$ cat config.mk
export PLATFORM = sky130hd
export DESIGN_NAME = sc_level_sequencer
export DESIGN_NICKNAME = d
export VERILOG_FILES = /design/src/rtl/sc_level_pkg.sv /design/src/rtl/sc_level_pause_counter.sv /design/src/rtl/sc_level_sequencer.sv
export SDC_FILE = /design/constraint.sdc
export NUM_CORES = 1
export LEC_CHECK = 0
export CAP_MARGIN = 20
export CORE_UTILIZATION = 35
export CTS_BUF_LIST = sky130_fd_sc_hd__clkbuf_4 sky130_fd_sc_hd__clkbuf_8 sky130_fd_sc_hd__clkbuf_16
export DETAILED_ROUTE_END_ITERATION = 12
export PLACE_DENSITY = 0.55
export SLEW_MARGIN = 0
export SYNTH_ARGS = -nofsm -noshare
export SYNTH_HDL_FRONTEND = slang
export SYNTH_HIERARCHICAL = 1
export SYNTH_SLANG_ARGS = --single-unit
$ cat constraint.sdc
create_clock -name SC_LEVEL_SEQUENCER_CLOCK_50 -period 7.48 [get_ports SC_LEVEL_SEQUENCER_CLOCK_50]
set_input_delay 0.748 -clock SC_LEVEL_SEQUENCER_CLOCK_50 [delete_from_list [all_inputs] [get_ports SC_LEVEL_SEQUENCER_CLOCK_50]]
set_output_delay 0.748 -clock SC_LEVEL_SEQUENCER_CLOCK_50 [all_outputs]
set_load 0.05 [all_outputs]
$ cat src/rtl/sc_level_pkg.sv
// Shared definitions for the Frogger level sequencer and the blocks that consume its outputs.
// State encodings are fixed so the score and display logic can decode them directly.
package sc_level_pkg;

    localparam int STATE_WIDTH = 3;

    typedef enum logic [STATE_WIDTH-1:0] {
        IDLE       = 3'd0,
        PLAYING    = 3'd1,
        LEVEL_DONE = 3'd2,
        WON        = 3'd3,
        LOST       = 3'd4
    } state_e;

    localparam int DEFAULT_NUM_LEVELS      = 3;
    localparam int DEFAULT_PROGRESS_TARGET = 12;
    localparam int DEFAULT_LIVES           = 3;

endpackage

$ cat src/rtl/sc_level_pause_counter.sv
// Loadable down-counter timing the pause between levels; it stops at zero and flags it.
module sc_level_pause_counter #(
    parameter int               WIDTH      = 26,
    parameter logic [WIDTH-1:0] LOAD_VALUE = '0
) (
    input  logic clk_i,
    input  logic rst_i,
    input  logic load_i,
    input  logic en_i,
    output logic zero_o
);

    logic [WIDTH-1:0] count_q, count_d;

    always_comb begin
        count_d = count_q;
        if (load_i) begin
            count_d = LOAD_VALUE;
        end else if (en_i && (count_q != '0)) begin
            count_d = count_q - WIDTH'(1);
        end
    end

    always_ff @(posedge clk_i) begin
        if (rst_i) begin
            count_q <= '0;
        end else begin
            count_q <= count_d;
        end
    end

    assign zero_o = (count_q == '0);

endmodule

$ cat src/rtl/sc_level_sequencer.sv
// Frogger level sequencer: level/lives tracking and play, pause and end-of-game phases.
// Every output is a register loaded from the next-state logic, so it changes one edge after its cause.
module sc_level_sequencer
    import sc_level_pkg::*;
#(
    parameter int NUM_LEVELS        = DEFAULT_NUM_LEVELS,
    parameter int LEVEL_WIDTH       = 3,
    parameter int PROGRESS_WIDTH    = 5,
    parameter int PROGRESS_TARGET   = DEFAULT_PROGRESS_TARGET,
    parameter int LIVES             = DEFAULT_LIVES,
    parameter int LIVES_WIDTH       = 2,
    parameter int INTERLEVEL_CYCLES = 50000000
) (
    input  logic                      SC_LEVEL_SEQUENCER_CLOCK_50,
    input  logic                      SC_LEVEL_SEQUENCER_RESET_InHigh,
    input  logic                      SC_LEVEL_SEQUENCER_Start_In,
    input  logic                      SC_LEVEL_SEQUENCER_Death_In,
    input  logic [PROGRESS_WIDTH-1:0] SC_LEVEL_SEQUENCER_ProgressCount_In,
    output logic [LEVEL_WIDTH-1:0]    SC_LEVEL_SEQUENCER_Level_Out,
    output logic [LIVES_WIDTH-1:0]    SC_LEVEL_SEQUENCER_Lives_Out,
    output logic                      SC_LEVEL_SEQUENCER_StartCount_Out,
    output logic                      SC_LEVEL_SEQUENCER_LevelFinished_Out,
    output logic                      SC_LEVEL_SEQUENCER_Playing_Out,
    output logic                      SC_LEVEL_SEQUENCER_FinishedGame_Out,
    output logic                      SC_LEVEL_SEQUENCER_GameOver_Out
);

    localparam int                        PAUSE_W    = (INTERLEVEL_CYCLES > 1) ? $clog2(INTERLEVEL_CYCLES) : 1;
    localparam logic [PAUSE_W-1:0]        PAUSE_LOAD = PAUSE_W'(INTERLEVEL_CYCLES - 1);
    localparam logic [PROGRESS_WIDTH-1:0] TARGET     = PROGRESS_WIDTH'(PROGRESS_TARGET);
    localparam logic [LEVEL_WIDTH-1:0]    LAST_LEVEL = LEVEL_WIDTH'(NUM_LEVELS);
    localparam logic [LIVES_WIDTH-1:0]    FULL_LIVES = LIVES_WIDTH'(LIVES);

    state_e                   state_q, state_d;
    logic [LEVEL_WIDTH-1:0]   level_q, level_d;
    logic [LIVES_WIDTH-1:0]   lives_q, lives_d;
    logic                     start_count_q, start_count_d;
    logic                     level_fin_q, level_fin_d;
    logic                     playing_q, playing_d;
    logic                     finished_q, finished_d;
    logic                     game_over_q, game_over_d;
    logic                     respawn;
    logic                     pause_load, pause_en, pause_zero;

    sc_level_pause_counter #(
        .WIDTH      (PAUSE_W),
        .LOAD_VALUE (PAUSE_LOAD)
    ) u_pause (
        .clk_i  (SC_LEVEL_SEQUENCER_CLOCK_50),
        .rst_i  (SC_LEVEL_SEQUENCER_RESET_InHigh),
        .load_i (pause_load),
        .en_i   (pause_en),
        .zero_o (pause_zero)
    );

    always_comb begin
        state_d     = state_q;
        level_d     = level_q;
        lives_d     = lives_q;
        level_fin_d = 1'b0;
        respawn     = 1'b0;
        pause_load  = 1'b0;
        pause_en    = 1'b0;
        case (state_q)
            IDLE, WON, LOST: begin
                if (SC_LEVEL_SEQUENCER_Start_In) begin
                    state_d = PLAYING;
                    level_d = LEVEL_WIDTH'(1);
                    lives_d = FULL_LIVES;
                end
            end
            PLAYING: begin
                // Reaching the target takes priority over a death in the same cycle.
                if (SC_LEVEL_SEQUENCER_ProgressCount_In >= TARGET) begin
                    state_d     = LEVEL_DONE;
                    level_fin_d = 1'b1;
                    pause_load  = 1'b1;
                end else if (SC_LEVEL_SEQUENCER_Death_In) begin
                    if (lives_q > LIVES_WIDTH'(1)) begin
                        lives_d = lives_q - LIVES_WIDTH'(1);
                        respawn = 1'b1;
                    end else begin
                        lives_d = '0;
                        state_d = LOST;
                    end
                end
            end
            LEVEL_DONE: begin
                if (!pause_zero) begin
                    pause_en = 1'b1;
                end else if (level_q >= LAST_LEVEL) begin
                    state_d = WON;
                    level_d = LAST_LEVEL;
                end else begin
                    state_d = PLAYING;
                    level_d = level_q + LEVEL_WIDTH'(1);
                end
            end
            default: begin
                state_d = IDLE;
                level_d = '0;
                lives_d = FULL_LIVES;
            end
        endcase
        // The progress counter is held clear whenever the frog is not actively playing.
        start_count_d = (state_d != PLAYING) || respawn;
        playing_d     = (state_d == PLAYING);
        finished_d    = (state_d == WON);
        game_over_d   = (state_d == LOST);
    end

    always_ff @(posedge SC_LEVEL_SEQUENCER_CLOCK_50) begin
        if (SC_LEVEL_SEQUENCER_RESET_InHigh) begin
            state_q       <= IDLE;
            level_q       <= '0;
            lives_q       <= FULL_LIVES;
            start_count_q <= 1'b1;
            level_fin_q   <= 1'b0;
            playing_q     <= 1'b0;
            finished_q    <= 1'b0;
            game_over_q   <= 1'b0;
        end else begin
            state_q       <= state_d;
            level_q       <= level_d;
            lives_q       <= lives_d;
            start_count_q <= start_count_d;
            level_fin_q   <= level_fin_d;
            playing_q     <= playing_d;
            finished_q    <= finished_d;
            game_over_q   <= game_over_d;
        end
    end

    assign SC_LEVEL_SEQUENCER_Level_Out         = level_q;
    assign SC_LEVEL_SEQUENCER_Lives_Out         = lives_q;
    assign SC_LEVEL_SEQUENCER_StartCount_Out    = start_count_q;
    assign SC_LEVEL_SEQUENCER_LevelFinished_Out = level_fin_q;
    assign SC_LEVEL_SEQUENCER_Playing_Out       = playing_q;
    assign SC_LEVEL_SEQUENCER_FinishedGame_Out  = finished_q;
    assign SC_LEVEL_SEQUENCER_GameOver_Out      = game_over_q;

endmodule
After elaboration in Yosys (flattened, before gate mapping)
Index checks and enable logic that the tools add are counted.

$add $sub $neg: 3. Order comparisons: 3. Equality and inequality tests: 12. Muxes and demuxes: 26. Bitwise gates (word level): 2. Reductions and logical operators: 10.

Operators by type and width (count): 2-to-1 mux 26 bit (2); logical NOT 26 bit (1); nonzero test 26 bit (1); subtractor 26 x 1 -> 26 bit (second input constant) (1); 2-to-1 mux 3 bit (8); one-hot mux 3 bit (3 select lines) (2); 2-to-1 mux 2 bit (5); equality test 3 x 2 -> 1 bit (second input constant) (3); 2-to-1 mux 1 bit (8); inequality test 2 bit (second input constant) (4); equality test 3 x 1 -> 1 bit (second input constant) (2); equality test 3 bit (second input constant) (2); one-hot mux 2 bit (3 select lines) (1); greater-or-equal comparator 5 x 4 -> 1 bit (second input constant) (1); AND reduction 4 bit (1); adder 3 x 1 -> 3 bit (second input constant) (1); greater-or-equal comparator 3 x 2 -> 1 bit (second input constant) (1); logical NOT 3 bit (1); inequality test 3 x 1 -> 1 bit (second input constant) (1); AND reduction 3 bit (1); OR reduction 3 bit (1); > comparator 2 x 1 -> 1 bit (second input constant) (1); inverter 1 bit (2); nonzero test 2 bit (1); other kinds (4) (4).

Flip-flop bits (word level): 39. Input port bits: 9. Word-level logic and storage cells: 66.

Longest topological paths before layout
Gate-level depths: netlist (run 1).

Depth after elaboration: 7. Depth in mapped cells: 12. Depth with buffers taken out: 11.

Modules after synthesis
Netlist (run 1), hierarchy kept.

By module, submodules not included: sc_level_pause_counter (instances 1, cells an instance 149, area each 1440.1 um^2, seq. area each 520.5 um^2); sc_level_sequencer (instances 1, cells an instance 74, area each 698.2 um^2, seq. area each 260.2 um^2).

Worst setup path after synthesis (run 1)
OpenSTA, ideal clock, no wires.

Kind: register to register. Start: register u_pause.count_q[0]. End: register u_pause.count_q[9]. Library setup time: 0.070 ns. Arrival time: 2.606 ns. Path slack: 4.803 ns. Cell stages (with the launch flop): 13. Path buffers: 1. Cell sequence: dfxtp_1 -> inv_1 -> ha_1 -> nor4b_1 -> nand4b_4 -> nor2_1 -> or4b_4 -> inv_1 -> and3_4 -> o41ai_4 -> buf_6 -> or3_2 -> a21oi_1.

Cells in the longest elaborated chain, start to end: 4.

Ends and longest elaborated chain: start: declaration (line sc_level_pause_counter.sv:13) `logic [WIDTH-1:0] count_q, count_d;`; start signal: assignment (line sc_level_pause_counter.sv:28) `count_q <= count_d;`; logical NOT 26 bit (line sc_level_pause_counter.sv:32) `assign zero_o = (count_q == '0);`; named net pause_zero (line sc_level_sequencer.sv:43) `logic pause_load, pause_en, pause_zero;`; 2-to-1 mux 1 bit (line sc_level_sequencer.sv:89) `if (!pause_zero) begin`; 2-to-1 mux 1 bit (line sc_level_sequencer.sv:64) `case (state_q)`; named net pause_en (line sc_level_sequencer.sv:43); logical AND 1 bit (line sc_level_pause_counter.sv:19) `end else if (en_i && (count_q != '0)) begin`.

The timed path passes the listed nets, and every way through them passes these cells. A chain may end at the register's enable or synchronous reset.

Worst setup path in the final report (run 1)
Start: input SC_LEVEL_SEQUENCER_ProgressCount_In[2]. End: register u_pause.count_q[1].

Cells in the longest elaborated chain, start to end: 4.

Ends and longest elaborated chain: start: declaration (line sc_level_sequencer.sv:18) `input logic [PROGRESS_WIDTH-1:0] SC_LEVEL_SEQUENCER_ProgressCount_In,`; greater-or-equal comparator 5 x 4 -> 1 bit * (line sc_level_sequencer.sv:74) `if (SC_LEVEL_SEQUENCER_ProgressCount_In >= TARGET) begin`; 2-to-1 mux 1 bit * (line sc_level_sequencer.sv:74); 2-to-1 mux 1 bit *; 2-to-1 mux 26 bit or nonzero test 2 bit (tied branches).

Mark *: on every way between the ends. The rest lies on a longest branch, timed or not.

==> run_results.csv, run 1 <==
group,metric,value,unit
grt,grt-ovfl-total,0,
cts,clkTransAtPathRegs,0.07,ns
grt,antenna_found_initial,0,
logic_synthesis,synth-edff-count,0,
route,ant_nets,0,
cts,clock-root-buffer,"clkbuf_8",
cts,cts-resized-gates,0,
place,io_buffer_count,16,
timing,fin_hold_ws,0.501,ns
grt,grt_pass1_vias,1549,
logic_synthesis,yosysTopAreaCell,"dfxtp_1",
worst_hold_path,hp-class,"flip-flop to flip-flop",
timing,tns,0,ns
timing,rsz0062_at_grt,"false",
cts,holdBufCountCts,0,
route,via_per_inst,5.50,
power,p_leak,0.832,nW
die,num_rows,28,
die,die_y,80.2,um
cts,tritoncts,"yes",
logic_synthesis,synth_seq_cells,39,
power,power_density,249,nW/um^2
setup_path,reg2reg_slack,4.55,ns
worst_hold_path,whs_path_depth,2,
timing,max_freq,0.334,GHz
timing,post-route-min-period,2.99,ns
setup_path,crit_fanout,18,
die,core_area,5920,um^2
setup_path,cp_data_required_time,7.66,ns
power,peakVddDrop,0.145,mV
setup_path,r2r_start,"u_pause/count_q[0]",
grt,grt_use_total,14.3,%
grt,grt_pass1_wl,7190,um
die,start_util,36.1,%
logic_synthesis,postSynth.asyncResetShare,0,%
route,dr.pass1.iters,4,
setup_path,max_stage_delay,0.74,ns
logic_synthesis,yosys.area.top_type_share,36.5,%
setup_path,cpMaxStageDelayCell,"clkinv_1",
logic_synthesis,ys_seq_area_share,36.5,%
timing,worst_slew_pin_slew,0.888,ns
logic_synthesis,yosys_warnings,6,
place,place_area,2330,um^2
setup_path,critical-path-top-delay-family,"buffers and inverters",
setup_path,crit_buf_inv,2,
route,first_iter_violations,95,
setup_path,crit_path_end_kind,"flip-flop",
timing,hold_viol,0,
logic_synthesis,ys.flop_type,"dfxtp_1",
cts,htreeDepth,2,
grt,grt_max_degree,25,
setup_path,r2r_end,"u_pause/count_q[15]",
die,dieWidth,80.2,um
logic_synthesis,ys_top_cells_by_count,"39 x dfxtp_1, 17 x a21oi_1, 16 x nor2_1, 11 x xnor2_1, 9 x a31oi_1",
logic_synthesis,synth_cells,223,
cells_and_area,final_area,2420,um^2
setup_path,arrival,3.17,ns
cts,post_cts.repair.setup_buffers,0,
cts,clock_sinks,39,
cts,clk_path_buf_depth,2,
cells_and_area,nets,249,
die,dieArea,6430,um^2
cts,insertion_delay,0.29,ns
timing,setup_violations,0,
timing,relSlewSlack,40.6,%
cells_and_area,fin_util,40.8,%
place,gp_congestion,0.764,
setup_path,reg2reg_depth,11,
run_status,status,"finished clean",
timing,fin_skew,0.00408,ns
route,vias,1722,
timing,fin_crit_sh,40.0,%
timing,drv_slew,0,
route,wl,4270,um
place,place_hpwl,2990,um
cells_and_area,diodes,0,
worst_hold_path,whs_endpoint,"SC_LEVEL_SEQUENCER_Level_Out[1]",
setup_path,worst-setup-path-type,"input port to flip-flop",
worst_hold_path,hold_start,"SC_LEVEL_SEQUENCER_Level_Out[1]",
logic_synthesis,syn_avg_cell_area,9.59,um^2
logic_synthesis,yosys.cell_count.top_type,"dfxtp_1",
cts,cts_buffers,5,
cells_and_area,drive_above_1_share,14.7,%
job,maxCapViolations,0,
logic_synthesis,synth_area_leaders,"dfxtp_1 37%, xnor2_1 4.5%, a21oi_1 4.0%",
cells_and_area,syn_to_final_growth,13.0,%
route,drc,0,
route,wl_per_cell,13.6,um
logic_synthesis,synth_nets,235,
logic_synthesis,yosys.cell_types.count,62,
setup_path,crit_path_start_kind,"input port",
die,io_pins,19,
setup_path,path_cells,"clkdlybuf4s50_1, a21oi_1, nor4b_2, clkinv_1, a311oi_1",
logic_synthesis,synth_area,2140,um^2
## flip-flops by register name, indices dropped and copies added, names as in the netlist
name,cells
SC_LEVEL_SEQUENCER_GameOver_Out,1
SC_LEVEL_SEQUENCER_Playing_Out,1
SC_LEVEL_SEQUENCER_Level_Out,3
u_pause/count_q,26
SC_LEVEL_SEQUENCER_FinishedGame_Out,1
SC_LEVEL_SEQUENCER_LevelFinished_Out,1
SC_LEVEL_SEQUENCER_StartCount_Out,1
SC_LEVEL_SEQUENCER_Lives_Out,2
state_q,3
## per-layer routing
metal	wire length (um)	track usage, %	share of wire, %	vias up
li1	-	-	-	883
met4	67	5.36	1.6	0
met3	106	3.41	2.5	6
met2	1830	21.5	43	20
met5	0	0	0	-
met1	2270	19.6	53	813
## cell type report
class,instances,area [um^2]
fill,608,3500
multi-input combinational,169,1280
sequential,39,781
timing repair buffer,16,160
tap,75,93.8
clock buffer,5,68.8
inverter,6,22.5
clock inverter,3,15.0
## through the flow
step | instances | setup slack [ns] | power, mW
3_3_place_gp | 305 | 4.31 | 0.469
4_1_cts | 313 | 4.53 | 0.610
6_report | 313 | 4.49 | 0.602
3_5_place_dp | 305 | 4.22 | 0.471
2_1_floorplan | 223 | 4.80 | 0.425
5_1_grt | 313 | 4.30 | 0.642
## cells by family after synthesis
| family | synth area share (%) |
|---|---|
| simple gates | 29.0 |
| compound gates | 21.6 |
| flops | 36.5 |
| xor+xnor | 6.14 |
| buf+inv | 3.80 |
| fa+ha+maj | 1.76 |
| mux | 1.17 |
## where the power goes
group / internal [mW] / total [mW] / switching (mW)
registers: 0.229 / 0.257 / 0.0280
logic: 0.0869 / 0.210 / 0.123
clock network: 0.0638 / 0.136 / 0.0718
## tightest hold or removal path: cells and delay by family (launching register included)
kind,cells,cell delay (ns)
AND/OR/NAND/NOR,1,0.07
flip-flops,1,0.34
AO/OA/AOI/OAI,1,0.05
## worst max-delay path by stage
stage / endpoint / startpoint / slack [ns] / depth (start not counted)
global placement: u_pause/count_q[1] / SC_LEVEL_SEQUENCER_ProgressCount_In[2] / 4.31 / 5
global route: u_pause/count_q[16] / u_pause/count_q[0] / 4.30 / 11
finish: u_pause/count_q[1] / SC_LEVEL_SEQUENCER_ProgressCount_In[2] / 4.49 / 5
detailed placement: u_pause/count_q[1] / SC_LEVEL_SEQUENCER_ProgressCount_In[2] / 4.22 / 5
CTS: u_pause/count_q[1] / SC_LEVEL_SEQUENCER_ProgressCount_In[2] / 4.53 / 5
floorplan: u_pause/count_q[9] / u_pause/count_q[0] / 4.80 / 12
## cells in the final DEF, fill, tap and decap left out, drive strengths merged, types with 5 or more instances in the layout
| master | instances |
|---|---|
| a31oi | 9 |
| clkbuf | 5 |
| a21oi | 17 |
| inv | 5 |
| xnor2 | 11 |
| dfxtp | 39 |
| nand2b | 5 |
| nor4 | 6 |
| clkdlybuf4s50 | 16 |
| nor2 | 16 |
| or4 | 8 |
| or3 | 10 |
| o21ai | 10 |
| a211oi | 5 |
| nand2 | 5 |
| nor4b | 5 |
| nor3 | 7 |
No activity file was read; power rests on OpenSTA's default activity.
==> run 2: changes to the inputs <==
==> constraint.sdc (replaced) <==
create_clock -name SC_LEVEL_SEQUENCER_CLOCK_50 -period 2.9 [get_ports SC_LEVEL_SEQUENCER_CLOCK_50]
set_input_delay 0.29 -clock SC_LEVEL_SEQUENCER_CLOCK_50 [delete_from_list [all_inputs] [get_ports SC_LEVEL_SEQUENCER_CLOCK_50]]
set_output_delay 0.29 -clock SC_LEVEL_SEQUENCER_CLOCK_50 [all_outputs]
set_load 0.05 [all_outputs]
==> run 2 against run 1 <==
Die area unchanged. Global-route usage increased by 0.31 points. Core utilization increased by 1.9 points. Cell count increased by 2.9%. Sequential cell count unchanged. Power increased to 2.9 times the previous value. Count of clock-buffer cells in the layout increased by 1. Via count increased by 2.2%. Non-clock buffer count increased by 8. Cell area increased by 4.6%. Clock skew decreased by 0.0013 ns. First-iteration DRC count decreased by 14%.
==> run_results.csv, run 2 (same netlist as run 1, synthesis figures left out) <==
group,metric,value,unit
run_status,status,"finished clean",
route,drc,0,
cts,tritoncts,"yes",
route,ant_nets,0,
cts,htreeDepth,2,
route,dr.pass1.iters,4,
cts,clock-root-buffer,"clkbuf_8",
worst_hold_path,hp-class,"flip-flop to flip-flop",
cells_and_area,regArea,782,um^2
cts,insertion_delay,0.29,ns
power,p_leak,0.885,nW
cts,clkTransAtPathRegs,0.08,ns
route,vias,1760,
timing,rsz0062_at_grt,"false",
place,place_ws,0.113,ns
place,io_buffer_count,16,
route,wl,4550,um
grt,grt_max_degree,25,
timing,setup_violations,0,
die,core_area,5920,um^2
place,dp_cells,312,
cells_and_area,nets,258,
setup_path,reg2reg_depth,11,
setup_path,r2r_end,"u_pause/count_q[15]",
cells_and_area,instances_no_fill,322,
timing,fin_skew,0.00281,ns
die,die_y,80.2,um
power,peakVddDrop,0.364,mV
die,dieWidth,80.2,um
setup_path,r2r_start,"u_pause/count_q[1]",
route,via_per_inst,5.47,
cells_and_area,syn_to_final_growth,18.3,%
die,num_rows,28,
place,gp_congestion,0.735,
setup_path,crit_path_end_kind,"flip-flop",
place,place_hpwl,3070,um
route,wl_per_cell,14.1,um
setup_path,worst-setup-path-type,"flip-flop to flip-flop",
cells_and_area,drive_above_1_share,18.2,%
power,seqPwrFrac,38.2,%
cells_and_area,layout_common_cells,"38 x dfxtp_1, 17 x a21oi_1, 16 x nor2_1, 16 x clkdlybuf4s50_1, 11 x xnor2_1",
cells_and_area,diodes,0,
grt,grt-ovfl-total,0,
timing,layout_setup_ws,0.148,ns
grt,grt_use_total,14.6,%
timing,post-route-min-period,2.75,ns
grt,grt_pass1_wl,7280,um
power,power_switching,601,uW
power,sw_frac_of_total,35.0,%
cts,clk_path_buf_depth,2,
power,power_density,679,nW/um^2
setup_path,cp_data_required_time,3.12,ns
cts,clock_sinks,39,
setup_path,critical_path.startpoint,"u_pause/count_q[1]",
cells_and_area,regMostFlops,"u_pause/count_q",
timing,worst_slew_pin_slew,0.712,ns
cells_and_area,nFillCells,570,
timing,relSlewSlack,52.0,%
die,io_pins,19,
grt,grt_pass1_vias,1509,
cts,holdBufCountCts,0,
power,clkPwrFrac,27.6,%
job,maxCapViolations,0,
power,comb_power_share,34.2,%
die,start_util,36.1,%
power,intPower,1.12,mW
setup_path,reg2reg_slack,0.15,ns
timing,max_freq,0.363,GHz
setup_path,crit_fanout,7,
route,first_iter_violations,82,
timing,fin_crit_sh,94.9,%
die,dieArea,6430,um^2
setup_path,arrival,2.97,ns
timing,hold_viol,0,
cells_and_area,multi_input_area,1290,um^2
timing,tns,0,ns
grt,antenna_found_initial,0,
cts,cts_buffers,5,
cells_and_area,layout_commonest_cell,"dfxtp_1",
setup_path,endpoint,"u_pause/count_q[15]",
setup_path,crit_path_start_kind,"flip-flop",
cells_and_area,largest_register_ffs,26,
timing,drv_slew,0,
run 2: area by class of cell:
type	instances	share of cell area [%]
clock inverter	2	1.39
timing repair buffer	24	8.71
clock buffer	6	3.27
inverter	6	0.891
tap	75	3.71
multi-input combinational	170	51.1
sequential	39	30.9
run 2: worst min path at each step:
stage / slack (ns) / endpoint / cells after the start / startpoint
CTS: 0.51 / SC_LEVEL_SEQUENCER_Level_Out[1] / 2 / SC_LEVEL_SEQUENCER_Level_Out[1]
finish: 0.50 / SC_LEVEL_SEQUENCER_Level_Out[1] / 2 / SC_LEVEL_SEQUENCER_Level_Out[1]
global placement: 0.48 / SC_LEVEL_SEQUENCER_Level_Out[1] / 2 / SC_LEVEL_SEQUENCER_Level_Out[1]
floorplan: 0.36 / SC_LEVEL_SEQUENCER_Level_Out[1] / 1 / SC_LEVEL_SEQUENCER_RESET_InHigh
global route: 0.54 / SC_LEVEL_SEQUENCER_Level_Out[1] / 2 / SC_LEVEL_SEQUENCER_Level_Out[1]
detailed placement: 0.49 / SC_LEVEL_SEQUENCER_Level_Out[1] / 2 / SC_LEVEL_SEQUENCER_Level_Out[1]
run 2: per-layer routing:
metal	track usage (%)	part of all wire, %
met5	0	0
met4	5.36	1.1
met3	3.41	3.0
met2	20.9	42
met1	21.0	54
run 2: power groups by stage:
stage               sequential, mW  clock, mW  combinational, mW
floorplan                    0.686          0              0.410
global placement             0.666          0              0.569
CTS                          0.655      0.483              0.576
global route                 0.667      0.506              0.645
detailed placement           0.666          0              0.575
finish                       0.657      0.474              0.587
run 2: through the flow:
step	power (mW)	cell area [um^2]	utilization (%)	hold slack, ns
finish	1.72	2530	42.7	0.501
global route	1.82	2530	42.7	0.538
CTS	1.71	2500	42.3	0.506
detailed placement	1.24	2390	40.3	0.490
global placement	1.24	2390	40.3	0.482
floorplan	1.10	2140	-	0.359
run 2: critical path, cell delays in order (launching register included):
cell and delay [ns]:
dfxtp_1 0.38, inv_1 0.07, ha_1 0.21, nor4b_1 0.18, nand4b_4 0.12, nor2_1 0.08
or4b_4 0.53, inv_1 0.13, and3_4 0.25, o41ai_4 0.13, or3_2 0.44, a31oi_1 0.16
run 2: timing repair:
item                       CTS  global route
setup buffers                0             1
setup endpoints to repair    0             8
gates resized for setup      0             1
